<file path="config.mk">
export PLATFORM = sky130hd
export DESIGN_NAME = gray_counter
export DESIGN_NICKNAME = d
export VERILOG_FILES = /design/src/rtl/gray_counter.sv
export SDC_FILE = /design/constraint.sdc
export NUM_CORES = 1
export LEC_CHECK = 0
export ABC_AREA = 1
export CORE_ASPECT_RATIO = 0.9
export CORE_MARGIN = 3
export CORE_UTILIZATION = 40
export CTS_BUF_LIST = sky130_fd_sc_hd__clkbuf_16
export CTS_CLUSTER_SIZE = 25
export DETAILED_ROUTE_END_ITERATION = 16
export HOLD_SLACK_MARGIN = 0.1
export MAX_ROUTING_LAYER = met4
export SLEW_MARGIN = 30
export SYNTH_ARGS = -nofsm -noshare
export SYNTH_HDL_FRONTEND = slang
export SYNTH_SLANG_ARGS = --single-unit
export TNS_END_PERCENT = 30
</file>
<file path="constraint.sdc">
create_clock -name clk -period 2.7 [get_ports clk]
set_input_delay 0.405 -clock clk [delete_from_list [all_inputs] [get_ports clk]]
set_output_delay 0.405 -clock clk [all_outputs]
set_load 0.005 [all_outputs]
</file>
<file path="src/rtl/gray_counter.sv">
// gray_counter
//   Up/down counter holding a binary count and a registered Gray-coded copy,
//   both updated on the same clock edge. Supports synchronous load, wrap or
//   saturate behaviour at the limits, a one-cycle terminal-count pulse and a
//   sticky self-check error flag.
//
// Parameters
//   WIDTH     counter width, 1..32
//   WRAP      1 = wrap at the limits, 0 = saturate at the limits
//   RESET_VAL binary reset value (truncated to WIDTH)
//
// Ports
//   clk       clock, rising edge
//   rst       asynchronous active-high reset
//   ena       count enable, one step per cycle
//   dir       1 = up, 0 = down (used only when a step occurs)
//   load      synchronous load, has priority over ena
//   load_val  binary value to load
//   bin_out   registered binary count
//   gray_out  registered Gray count (bin_out ^ (bin_out >> 1))
//   tc        one-cycle pulse after a wrap or a blocked (saturated) step
//   err       sticky self-check failure, cleared only by rst
module gray_counter #(
  parameter int          WIDTH     = 8,
  parameter bit          WRAP      = 1'b1,
  parameter logic [31:0] RESET_VAL = 32'd0
) (
  input  logic             clk,
  input  logic             rst,
  input  logic             ena,
  input  logic             dir,
  input  logic             load,
  input  logic [WIDTH-1:0] load_val,
  output logic [WIDTH-1:0] bin_out,
  output logic [WIDTH-1:0] gray_out,
  output logic             tc,
  output logic             err
);

  localparam logic [WIDTH-1:0] RST_BIN = RESET_VAL[WIDTH-1:0];
  localparam logic [WIDTH-1:0] MAX_VAL = '1;
  localparam logic [WIDTH-1:0] ONE     = WIDTH'(1);

  function automatic logic [WIDTH-1:0] bin2gray(input logic [WIDTH-1:0] b);
    return b ^ (b >> 1);
  endfunction

  // XOR prefix from the MSB: bit i of the binary value is the XOR of all
  // Gray bits at positions >= i, i.e. the XOR of every right shift of g.
  function automatic logic [WIDTH-1:0] gray2bin(input logic [WIDTH-1:0] g);
    logic [WIDTH-1:0] b;
    b = g;
    for (int s = 1; s < WIDTH; s++) begin
      b = b ^ (g >> s);
    end
    return b;
  endfunction

  // True when a and b differ in exactly one bit position.
  function automatic logic one_bit_diff(input logic [WIDTH-1:0] a,
                                        input logic [WIDTH-1:0] b);
    logic [WIDTH-1:0] x;
    x = a ^ b;
    return (x != '0) && ((x & (x - ONE)) == '0);
  endfunction

  logic [WIDTH-1:0] bin_q, bin_d;
  logic [WIDTH-1:0] gray_q, gray_d;
  logic [WIDTH-1:0] gray_prev_q;
  logic             tc_q, tc_d;
  logic             step_q, step_d;
  logic             err_q;
  logic             at_lim;
  logic [WIDTH-1:0] nxt;
  logic             chk_fail;

  assign bin_out  = bin_q;
  assign gray_out = gray_q;
  assign tc       = tc_q;
  assign err      = err_q;

  always_comb begin
    bin_d  = bin_q;
    tc_d   = 1'b0;
    step_d = 1'b0;
    at_lim = 1'b0;
    nxt    = bin_q;
    if (load) begin
      bin_d = load_val;
    end else if (ena) begin
      if (dir) begin
        at_lim = (bin_q == MAX_VAL);
        nxt    = bin_q + ONE;
      end else begin
        at_lim = (bin_q == '0);
        nxt    = bin_q - ONE;
      end
      // Modulo arithmetic already produces the wrapped value; saturate mode
      // simply refuses the step at the limit.
      tc_d = at_lim;
      if (!at_lim || WRAP) begin
        bin_d  = nxt;
        step_d = 1'b1;
      end
    end
    // Gray is derived from the next binary value so both register together.
    gray_d = bin2gray(bin_d);

    // Checks look at the visible outputs: decode consistency every cycle and,
    // after an executed step, a single-bit Gray change versus the prior value.
    chk_fail = (gray2bin(gray_out) != bin_out) ||
               (step_q && !one_bit_diff(gray_prev_q, gray_out));
  end

  always_ff @(posedge clk or posedge rst) begin
    if (rst) begin
      bin_q       <= RST_BIN;
      gray_q      <= bin2gray(RST_BIN);
      gray_prev_q <= bin2gray(RST_BIN);
      tc_q        <= 1'b0;
      step_q      <= 1'b0;
      err_q       <= 1'b0;
    end else begin
      bin_q       <= bin_d;
      gray_q      <= gray_d;
      gray_prev_q <= gray_out;
      tc_q        <= tc_d;
      step_q      <= step_d;
      err_q       <= err_q | chk_fail;
    end
  end

endmodule

</file>
==> results of run 1 <==
state kept, by name (all words and copies together) (netlist names):
signal       cells
bin_out          8
gray_prev_q      8
gray_out         7
err              1
step_q           1
tc               1
final timing paths:
check                            startpoint        endpoint  cells after the start  slack (ns)
worst max-delay path                    dir     gray_out[4]                     13        0.39
worst min-delay path            gray_out[0]  gray_prev_q[0]                      0        0.47
worst max register to register   bin_out[0]     gray_out[3]                     10        0.73
worst min register to register  gray_out[0]  gray_prev_q[0]                      0        0.47
max in group asynchronous               rst              tc                      3        1.94
min in group asynchronous               rst     gray_out[1]                      3        0.51
logic make-up after synthesis:
logic type,after synthesis,synth area share [%]
DFF,26,36.9
and+or+nand+nor,117,29.1
xor gates and xnor gates,28,13.9
buffers and inverters,36,8.59
adders and majority gates,7,5.39
AOI/OAI and AO/OA,19,6.10
cells in the mapped netlist (2+ instances only):
| cell | number |
|---|---|
| nand3b_1 | 4 |
| nor3_1 | 2 |
| dfrtp_1 | 26 |
| nand2_2 | 3 |
| nand4_1 | 6 |
| xor2_1 | 11 |
| a21oi_2 | 2 |
| inv_1 | 31 |
| nor2_1 | 13 |
| ha_1 | 6 |
| nand2_1 | 70 |
| buf_4 | 2 |
| or2_2 | 2 |
| o21ai_0 | 5 |
| a21oi_1 | 9 |
| xnor2_1 | 17 |
| nand3_1 | 14 |
area by class of cell:
cell class	instances	area [µm²]	share of cell area, %
Multi-Input combinational cell	171	961	43.7
Timing Repair Buffer	32	315	14.4
Inverter	32	120	5.47
Sequential cell	26	651	29.6
Clock buffer	3	75.1	3.42
Tap cell	60	75.1	3.42
metal layers:
layer / share of wire (%) / vias up
met5: 0 / -
met4: 0.85 / 0
met1: 51 / 646
li1: - / 790
met3: 5.3 / 4
met2: 43 / 32
worst max-delay path, stage by stage:
cell             delay, ns
clkdlybuf4s50_1       0.59
inv_1                 0.17
ha_1                  0.40
nand3_1               0.12
nand3_2               0.12
nand2_1               0.10
nand2_1               0.05
nand2_1               0.05
nand3_1               0.07
a21oi_2               0.20
inv_1                 0.08
nand2_1               0.06
nand2_1               0.05
power by group:
group | internal [W] | switching [W]
registers | 0.000459 | 0.0000993
clock network | 0.000196 | 0.000128
logic | 0.000332 | 0.000353
total | 0.000988 | 0.000580
per-stage QoR:
| step | instances | hold slack, ns | cell area, µm² | util [%] |
|---|---|---|---|---|
| after global routing | 324 | 0.502 | 2200 | 52.9 |
| final | 324 | 0.471 | 2200 | 52.9 |
| after detailed placement | 321 | 0.458 | 2120 | 51.1 |
| after floorplan | 233 | 0.434 | 1760 | - |
| after global placement | 321 | 0.463 | 2120 | 51.1 |
| after CTS | 324 | 0.477 | 2200 | 52.9 |
==> results.txt, run 1 <==
Iter 0 DRT Violations -> 66
Hold Fails Final Rpt -> 0
Die H -> 69.0 µm
Number of remaining DRC errors -> 0
Starting density of the core -> 42.4%
Area fraction of the dominant cell type after synthesis -> 36.9%
Slew @ Worst Pin -> 0.495 ns
M3 GR Usage -> 3.12%
Fmax -> 432 MHz
Hold WC Path Type -> flip-flop to flip-flop
#FFs+latches synth -> 26
IO Pins -> 31
LEAKAGE -> 1.08 nW
Die width -> 76.0 µm
Die ar. -> 5240 µm²
Root Buffer -> clkbuf_16
Most frequent cells in the layout -> nand2_1, inv_1, clkdlybuf4s50_1, dfrtp_1, xnor2_1
Most common cell after layout, fill and taps aside -> nand2_1
Top_reg_cell synth -> dfrtp_1
Fin crit share -> 85.7%
DP Worst Slack -> 0.119 ns
CORE AREA -> 4160 µm²
Fill cells -> 414
Req. time, crit path -> 2.85 ns
Share of post-route cells with drive strength above 1 -> 4.92%
Skew-Pair Late Insertion Delay -> 0.26 ns
Mean Syn Cell Area -> 7.57 µm²
CTS Sinks -> 26
First-pass GRT wire length -> 6240 µm
Period minus WS final -> 2.31 ns
Grt peak-use layer -> met2
Warnings, synthesis -> 0
Remaining antenna violation count after routing -> 0
Yosys top cell by area -> dfrtp_1
Max Root-Sink Buffers -> 2
Max-slew violations -> 0
Crit path capture type -> flip-flop
Outcome -> finished clean
Number of global-route vias before repair -> 1292
Worst-case clock skew -> 0.00187 ns
H-tree depth -> 1
Post-synthesis sequential area ratio -> 36.9%
Router iterations before antenna repair -> 4
Tot GR Track Use -> 15.8%
Max-cap violations -> 0
Synth Instances -> 233
Quantity of gates resized following cts -> 0
Largest cells by area after synthesis -> dfrtp_1, nand2_1, xnor2_1
GR Util met1 -> 21.9%
Tot Pwr -> 0.00157 W
Largest net degree at the start of global routing -> 27
P per Cell Area -> 713 nW/µm²
RSZ-0062 raised after global routing -> false
Critical path type -> input pin to flip-flop
Post-DR wirelength/cell -> 12.0 µm
M2 GR Usage -> 24.3%
Setup total negative slack -> 0 ns
Worst setup margin -> 0.385 ns
Cell variety after synth -> 27
Total grt overflow -> 0
CTS tree -> built
Diodes inserted -> 0
Number of synthesized flops with an enable pin -> 0
CTS Buf Count -> 3
Gpl congestion -> 0.920
HPWL Detailed -> 3000 µm
CTS Hold Bufs -> 0
VDD IR-drop max -> 302 µV
# rows -> 22
Drt total wl -> 3900 µm
Post-synth ARST share -> 100%
Antenna violations before repair -> 0
Startpoint Class -> input pin
Post-CTS setup-driven buffer insertion count -> 0
Clk slew on worst S/H paths -> 0.06 ns
Slew headroom -> 67.0%
Crit path max fanout -> 6
Mapped Nets -> 253
Critical Path AT -> 2.46 ns
PortBufs -> 30
Via Count -> 1472
Synthesis-to-finish area growth -> 24.6%
Final #Nets -> 286
Final setup viols -> 0
Mapped cell area -> 1760 µm²
Via density -> 4.54
Note: power is estimated with default switching activity, not from simulation.
==> run 2, diff against run 1 <==
--- a/config.mk
+++ b/config.mk
@@ -12,6 +12,7 @@
 export CTS_BUF_LIST = sky130_fd_sc_hd__clkbuf_16
 export CTS_CLUSTER_SIZE = 25
 export DETAILED_ROUTE_END_ITERATION = 16
+export GPL_TIMING_DRIVEN = 0
 export HOLD_SLACK_MARGIN = 0.1
 export MAX_ROUTING_LAYER = met4
 export SLEW_MARGIN = 30
==> run 2 against run 1 <==
Net effect:
- critical path type unchanged
- clock power about the same
- critical path depth increased by 2
- count of clock-buffer cells in the layout unchanged
==> results.txt, run 2 (same netlist as run 1, synthesis figures left out) <==
Slew @ Worst Pin -> 0.545 ns (+0.0496 ns)
Antenna violations before repair -> 0 (unchanged)
Tot GR Track Use -> 16.5% (+0.62 points)
Crit path capture type -> flip-flop
Most frequent cells in the layout -> nand2_1, inv_1, clkdlybuf4s50_1, dfrtp_1, xnor2_1
Slew headroom -> 63.6% (-3.4 points)
Quantity of gates resized following cts -> 0 (unchanged)
Synthesis-to-finish area growth -> 24.4%
Largest net degree at the start of global routing -> 27 (unchanged)
Seq pwr share -> 35.0% (-0.6 points)
Via Count -> 1517 (+3.1%)
Total grt overflow -> 0 (unchanged)
Number of remaining DRC errors -> 0 (unchanged)
CTS Sinks -> 26 (unchanged)
H-tree depth -> 1 (unchanged)
VDD IR-drop max -> 412 µV (+37%)
Root Buffer -> clkbuf_16
Post-CTS setup-driven buffer insertion count -> 0 (unchanged)
Fill cells -> 418 (+0.97%)
CORE AREA -> 4160 µm² (unchanged)
Req. time, crit path -> 2.85 ns (about the same)
Outcome -> finished clean
Crit-path most repeated cell -> nand2_1
Iter 0 DRT Violations -> 62 (-6.1%)
Multi-input gate area -> 961 µm² (unchanged)
RSZ-0062 raised after global routing -> false
Die ar. -> 5240 µm² (unchanged)
Sw Ratio -> 37.0% (about the same)
Critical path type -> input pin to flip-flop
CTS Buf Count -> 3 (unchanged)
Clk slew on worst S/H paths -> 0.06 ns (about the same)
Fmax -> 432 MHz (about the same)
Router iterations before antenna repair -> 4 (unchanged)
Number of global-route vias before repair -> 1342 (+3.9%)
Final setup viols -> 0 (unchanged)
Fin util -> 52.8% (-0.090 points)
Clock group share of total power -> 20.7% (about the same)
Die H -> 69.0 µm (unchanged)
LEAKAGE -> 1.08 nW (about the same)
PortBufs -> 28 (-6.7%)
Gpl congestion -> 0.835 (-9.2%)
CTS tree -> built
Most common cell after layout, fill and taps aside -> nand2_1
FF+latch area -> 651 µm² (unchanged)
Combinational power share -> 44.2% (+0.5 points)
Crit path max fanout -> 6 (unchanged)
Via density -> 4.68 (+3.1%)
Critical Path Slowest Stage Cell -> clkdlybuf4s50_1
Final #Nets -> 286 (unchanged)
# rows -> 22 (unchanged)
Crit-path cells -> clkdlybuf4s50_1 -> inv_1 -> ha_1 -> nand2_1 -> inv_1 -> a21oi_1 -> nand2_1 -> nand2_1 -> nand2_1 -> nand2_1 -> nand2_1 -> nand2_1 -> nand2_1 -> nand2_1 -> nand2_1
Critical Path AT -> 2.47 ns (about the same)
Max-slew violations -> 0 (unchanged)
Diodes inserted -> 0 (unchanged)
Hold WC Path Type -> flip-flop to flip-flop
Share of post-route cells with drive strength above 1 -> 6.06% (+1.1 points)
Top delay family on crit path -> buffers and inverters
Starting density of the core -> 42.4% (unchanged)
First-pass GRT wire length -> 6510 µm (+4.3%)
NetSw -> 0.000581 W (+0.25%)
IO Pins -> 31 (unchanged)
Startpoint Class -> input pin
Power Internal -> 0.000992 W (+0.38%)
Buf/Inv on CP -> 3 (unchanged)
P per Cell Area -> 717 nW/µm² (+0.50%)
Worst-case clock skew -> 0.00408 ns (+0.00222 ns)
Slowest stage delay, CP -> 0.61 ns (+0.02 ns)
Setup total negative slack -> 0 ns (unchanged)
Max-cap violations -> 0 (unchanged)
Hold Fails Final Rpt -> 0 (unchanged)
Period minus WS final -> 2.32 ns (+0.00189 ns)
Post-DR wirelength/cell -> 11.8 µm (-1.8%)
Skew-Pair Late Insertion Delay -> 0.26 ns (about the same)
Drt total wl -> 3830 µm (-1.8%)
Max Root-Sink Buffers -> 2 (unchanged)
Remaining antenna violation count after routing -> 0 (unchanged)
Fin crit share -> 85.8% (about the same)
HPWL Detailed -> 2990 µm (-0.53%)
CTS Hold Bufs -> 0 (unchanged)
Die width -> 76.0 µm (unchanged)
run 2: cell count changes in the layout (fill, tap and decap cells not counted):
cell,change
inv_1,-1
inv_2,+1
buf_2,+1
clkdlybuf4s50_1,-2
buf_6,+1
run 2: worst reg2reg max path, stage by stage, from the launching register on:
cell,delay (ns)
dfrtp_1,0.47
inv_1,0.13
fa_1,0.39
inv_1,0.10
nand4_1,0.14
nand3_1,0.09
nand2_1,0.05
nand3_1,0.08
nand2_1,0.06
nand2_1,0.09
inv_1,0.08
nand2_1,0.07
nand2_1,0.04
run 2: path summary, 6_finish.rpt:
kind / cells past startpoint / slack, ns / to / start
setup / recovery: 15 / 0.38 / gray_out[6] / dir
hold / removal: 0 / 0.45 / gray_prev_q[7] / bin_out[7]
setup reg to reg: 12 / 0.80 / gray_out[5] / bin_out[0]
hold reg to reg: 0 / 0.45 / gray_prev_q[7] / bin_out[7]
max in group asynchronous: 2 / 1.82 / gray_out[5] / rst
min in group asynchronous: 2 / 0.51 / gray_out[0] / rst
run 2: final cells by class:
class	instances	area share, %
Tap cell	60	3.42
Buffer	4	1.43
Multi-Input combinational cell	171	43.8
Clock buffer	3	3.42
Timing Repair Buffer	28	12.8
Inverter	32	5.48
Sequential cell	26	29.7
run 2: power by group through the flow:
stage / Combinational [W] / Clock [W] / Sequential [W]
global placement: 0.000693 / 0 / 0.000560
detailed placement: 0.000700 / 0 / 0.000561
finish: 0.000696 / 0.000326 / 0.000551
floorplan: 0.000507 / 0 / 0.000543
global route: 0.000808 / 0.000348 / 0.000566
CTS: 0.000703 / 0.000331 / 0.000554
run 2: metal layers:
metal | global-route usage [%] | vias to the layer above | wire, µm
li1 | - | 792 | -
met1 | 22.8 | 687 | 1990
met2 | 24.7 | 33 | 1630
met3 | 3.25 | 5 | 172
met4 | 4.75 | 0 | 40
met5 | - | - | 0
run 2: per-stage QoR:
step / instance area [µm²] / hold WS (ns) / total power [W] / cells / worst slack, ns
2_1_floorplan: 1760 / 0.434 / 0.00105 / 233 / 0.992
4_1_cts: 2190 / 0.461 / 0.00159 / 324 / 0.376
3_5_place_dp: 2120 / 0.445 / 0.00126 / 321 / 0.100
5_1_grt: 2190 / 0.489 / 0.00172 / 324 / 0.142
3_3_place_gp: 2120 / 0.449 / 0.00125 / 321 / 0.0946
6_report: 2190 / 0.454 / 0.00157 / 324 / 0.384
==> run 3, diff against run 2 <==
--- a/config.mk
+++ b/config.mk
@@ -8,13 +8,14 @@
 export ABC_AREA = 1
 export CORE_ASPECT_RATIO = 0.9
 export CORE_MARGIN = 3
-export CORE_UTILIZATION = 40
+export CORE_UTILIZATION = 45
 export CTS_BUF_LIST = sky130_fd_sc_hd__clkbuf_16
 export CTS_CLUSTER_SIZE = 25
 export DETAILED_ROUTE_END_ITERATION = 16
 export GPL_TIMING_DRIVEN = 0
 export HOLD_SLACK_MARGIN = 0.1
 export MAX_ROUTING_LAYER = met4
+export PLACE_DENSITY = 0.7
 export SLEW_MARGIN = 30
 export SYNTH_ARGS = -nofsm -noshare
 export SYNTH_HDL_FRONTEND = slang
==> run 3 against run 2 <==
Net effect:
- via count decreased by 1.8%
- final cell count is 4.6% lower
- first-iteration DRC count increased by 6.5%
- clock skew down 0.0020 ns
- final area shrank 0.74%
- sequential share of layout area rose by 0.22 points
- non-clock buffer count did not move
- count of clock-buffer cells in the layout is the same
- clock power down 2%
- largest power group unchanged
- hold slack worse by 0.0070 ns
==> results.txt, run 3 (same netlist as run 1, synthesis figures left out) <==
# rows -> 20 (-9.1%)
Post-CTS setup-driven buffer insertion count -> 0 (unchanged)
Final #Nets -> 286 (unchanged)
IO Pins -> 31 (unchanged)
Setup total negative slack -> 0 ns (unchanged)
Remaining antenna violation count after routing -> 0 (unchanged)
CTS tree -> built
Critical Path AT -> 2.50 ns (+0.03 ns)
Fin crit share -> 87.2% (+1.4 points)
DR WL met2 -> 1700 µm (+4.0%)
Crit-path cells -> clkdlybuf4s50_1 -> inv_1 -> ha_1 -> nand3_1 -> nand3_2 -> nand2_1 -> nand2_1 -> nand2_1 -> nand3_1 -> a21oi_2 -> inv_1 -> nand2_1 -> nand2_1
Starting density of the core -> 49.6% (+7.2 points)
Share of post-route cells with drive strength above 1 -> 6.04% (-0.023 points)
Period minus WS final -> 2.36 ns (+0.0390 ns)
CTS Sinks -> 26 (unchanged)
M1 wire length -> 1930 µm (-2.9%)
Crit-path most repeated cell -> nand2_1
Crit path max fanout -> 6 (unchanged)
Die ar. -> 4710 µm² (-10%)
VDD IR-drop max -> 451 µV (+9.5%)
Worst path depth -> 13 (-2)
Total grt overflow -> 0 (unchanged)
First-pass GRT wire length -> 6430 µm (-1.3%)
Worst r2r dst -> gray_out[5]
Clock group share of total power -> 20.3% (-0.4 points)
LEAKAGE -> 1.08 nW (+0.15%)
Slew headroom -> 64.2% (+0.57 points)
CTS Hold Bufs -> 0 (unchanged)
WHS Path Cells -> 0 (unchanged)
Top sig layer -> met4
Top delay family on crit path -> buffers and inverters
Largest net degree at the start of global routing -> 27 (unchanged)
Number of global-route vias before repair -> 1380 (+2.8%)
Buf/Inv on CP -> 3 (unchanged)
Crit path capture type -> flip-flop
Hold WS -> 0.447 ns (-0.00704 ns)
Hold Path Sink -> gray_prev_q[7]
Most common cell after layout, fill and taps aside -> nand2_1
Most frequent cells in the layout -> nand2_1, inv_1, clkdlybuf4s50_1, dfrtp_1, xnor2_1
Max-cap violations -> 0 (unchanged)
Number of remaining DRC errors -> 0 (unchanged)
Gpl congestion -> 0.849 (+1.6%)
Diodes inserted -> 0 (unchanged)
RSZ-0062 raised after global routing -> false
PortBufs -> 28 (unchanged)
Post-DR wirelength/cell -> 12.3 µm (+3.7%)
Die width -> 72.0 µm (-5.3%)
R2r setup slk -> 0.79 ns (about the same)
Tot GR Track Use -> 18.0% (+1.6 points)
Via Count -> 1490 (-1.8%)
Critical path type -> input pin to flip-flop
Iter 0 DRT Violations -> 66 (+6.5%)
Quantity of gates resized following cts -> 0 (unchanged)
Synthesis-to-finish area growth -> 23.5%
Root Buffer -> clkbuf_16
HPWL Detailed -> 2950 µm (-1.3%)
Via density -> 4.82 (+3.0%)
Met3 WL -> 150 µm (-13%)
Power Internal -> 0.000993 W (+0.19%)
Req. time, crit path -> 2.85 ns (about the same)
R2R depth -> 12 (unchanged)
Hold Fails Final Rpt -> 0 (unchanged)
Worst setup margin -> 0.345 ns (-0.0390 ns)
Final setup viols -> 0 (unchanged)
Max-slew violations -> 0 (unchanged)
Skew-Pair Late Insertion Delay -> 0.26 ns (about the same)
Max Root-Sink Buffers -> 2 (unchanged)
Clk slew on worst S/H paths -> 0.06 ns (about the same)
Worst-case clock skew -> 0.00211 ns (-0.00198 ns)
Antenna violations before repair -> 0 (unchanged)
P per Cell Area -> 725 nW/µm² (+1.1%)
NetSw -> 0.000584 W (+0.50%)
Hold WC Path Type -> flip-flop to flip-flop
Worst R2R Start -> bin_out[0]
Critical Path Source -> dir
H-tree depth -> 1 (unchanged)
Combinational power share -> 44.7% (+0.5 points)
Min-delay src -> bin_out[7]
Outcome -> finished clean
DP Worst Slack -> 0.0876 ns (-0.0124 ns)
Startpoint Class -> input pin
CTS Buf Count -> 3 (unchanged)
Fmax -> 425 MHz (-1.7%)
Seq pwr share -> 35.0% (about the same)
CORE AREA -> 3550 µm² (-15%)
Sw Ratio -> 37.0% (+0.072 points)
Drt total wl -> 3790 µm (-1.1%)
Critical Path Slowest Stage Cell -> clkdlybuf4s50_1
Slew @ Worst Pin -> 0.536 ns (-0.00859 ns)
Router iterations before antenna repair -> 4 (unchanged)
Die H -> 65.4 µm (-5.2%)
Slowest stage delay, CP -> 0.61 ns (about the same)
run 3: cell types whose count changed in the layout (fill, tap and decap cells not counted), sizes merged:
| cell | previous run | this run |
|---|---|---|
| clkinv | 1 | 2 |
run 3: cell type report:
class | count | area (µm²)
repair buffers | 28 | 280
inverters | 32 | 120
clock inverters | 1 | 3.75
clock buffers | 3 | 75.1
plain buffers | 4 | 31.3
fillers | 354 | 1380
well taps | 44 | 55.1
multi-input cells | 171 | 961
flip-flops and latches | 26 | 651
run 3: how the worst max path moves through the flow:
stage | end | slack, ns
floorplan | gray_out[4] | 0.99
global placement | gray_out[5] | 0.10
detailed placement | gray_out[5] | 0.09
CTS | gray_out[5] | 0.36
global route | gray_out[5] | 0.09
finish | gray_out[5] | 0.34
run 3: metal layers:
layer | vias up | track usage [%]
li1 | 797 | -
met1 | 663 | 25.6
met2 | 28 | 26.7
met3 | 2 | 4.13
met4 | 0 | 3.05
met5 | - | -
run 3: per-stage QoR:
| step | area (µm²) | util (%) | cells | total power, W |
|---|---|---|---|---|
| final | 2180 | 61.3 | 309 | 0.00158 |
| after detailed placement | 2100 | 59.0 | 305 | 0.00126 |
| after global routing | 2180 | 61.3 | 309 | 0.00173 |
| after CTS | 2180 | 61.3 | 309 | 0.00159 |
| after global placement | 2100 | 59.0 | 305 | 0.00125 |
| after floorplan | 1760 | - | 233 | 0.00105 |
run 3: power groups by stage:
stage	Clock (W)	Sequential (W)	Combinational [W]
final	0.000320	0.000552	0.000705
after global routing	0.000353	0.000566	0.000806
after CTS	0.000331	0.000554	0.000709
after detailed placement	0	0.000561	0.000702
after global placement	0	0.000558	0.000693
after floorplan	0	0.000543	0.000507
run 3: worst reg2reg max path, stage by stage (launching register included):
cell and delay (ns):
dfrtp_1 0.46, inv_1 0.12, fa_1 0.39, inv_1 0.11
nand4_1 0.14, nand3_1 0.10, nand2_1 0.06, nand3_1 0.07
nand2_1 0.06, nand2_1 0.10, inv_1 0.08, nand2_1 0.07
nand2_1 0.05
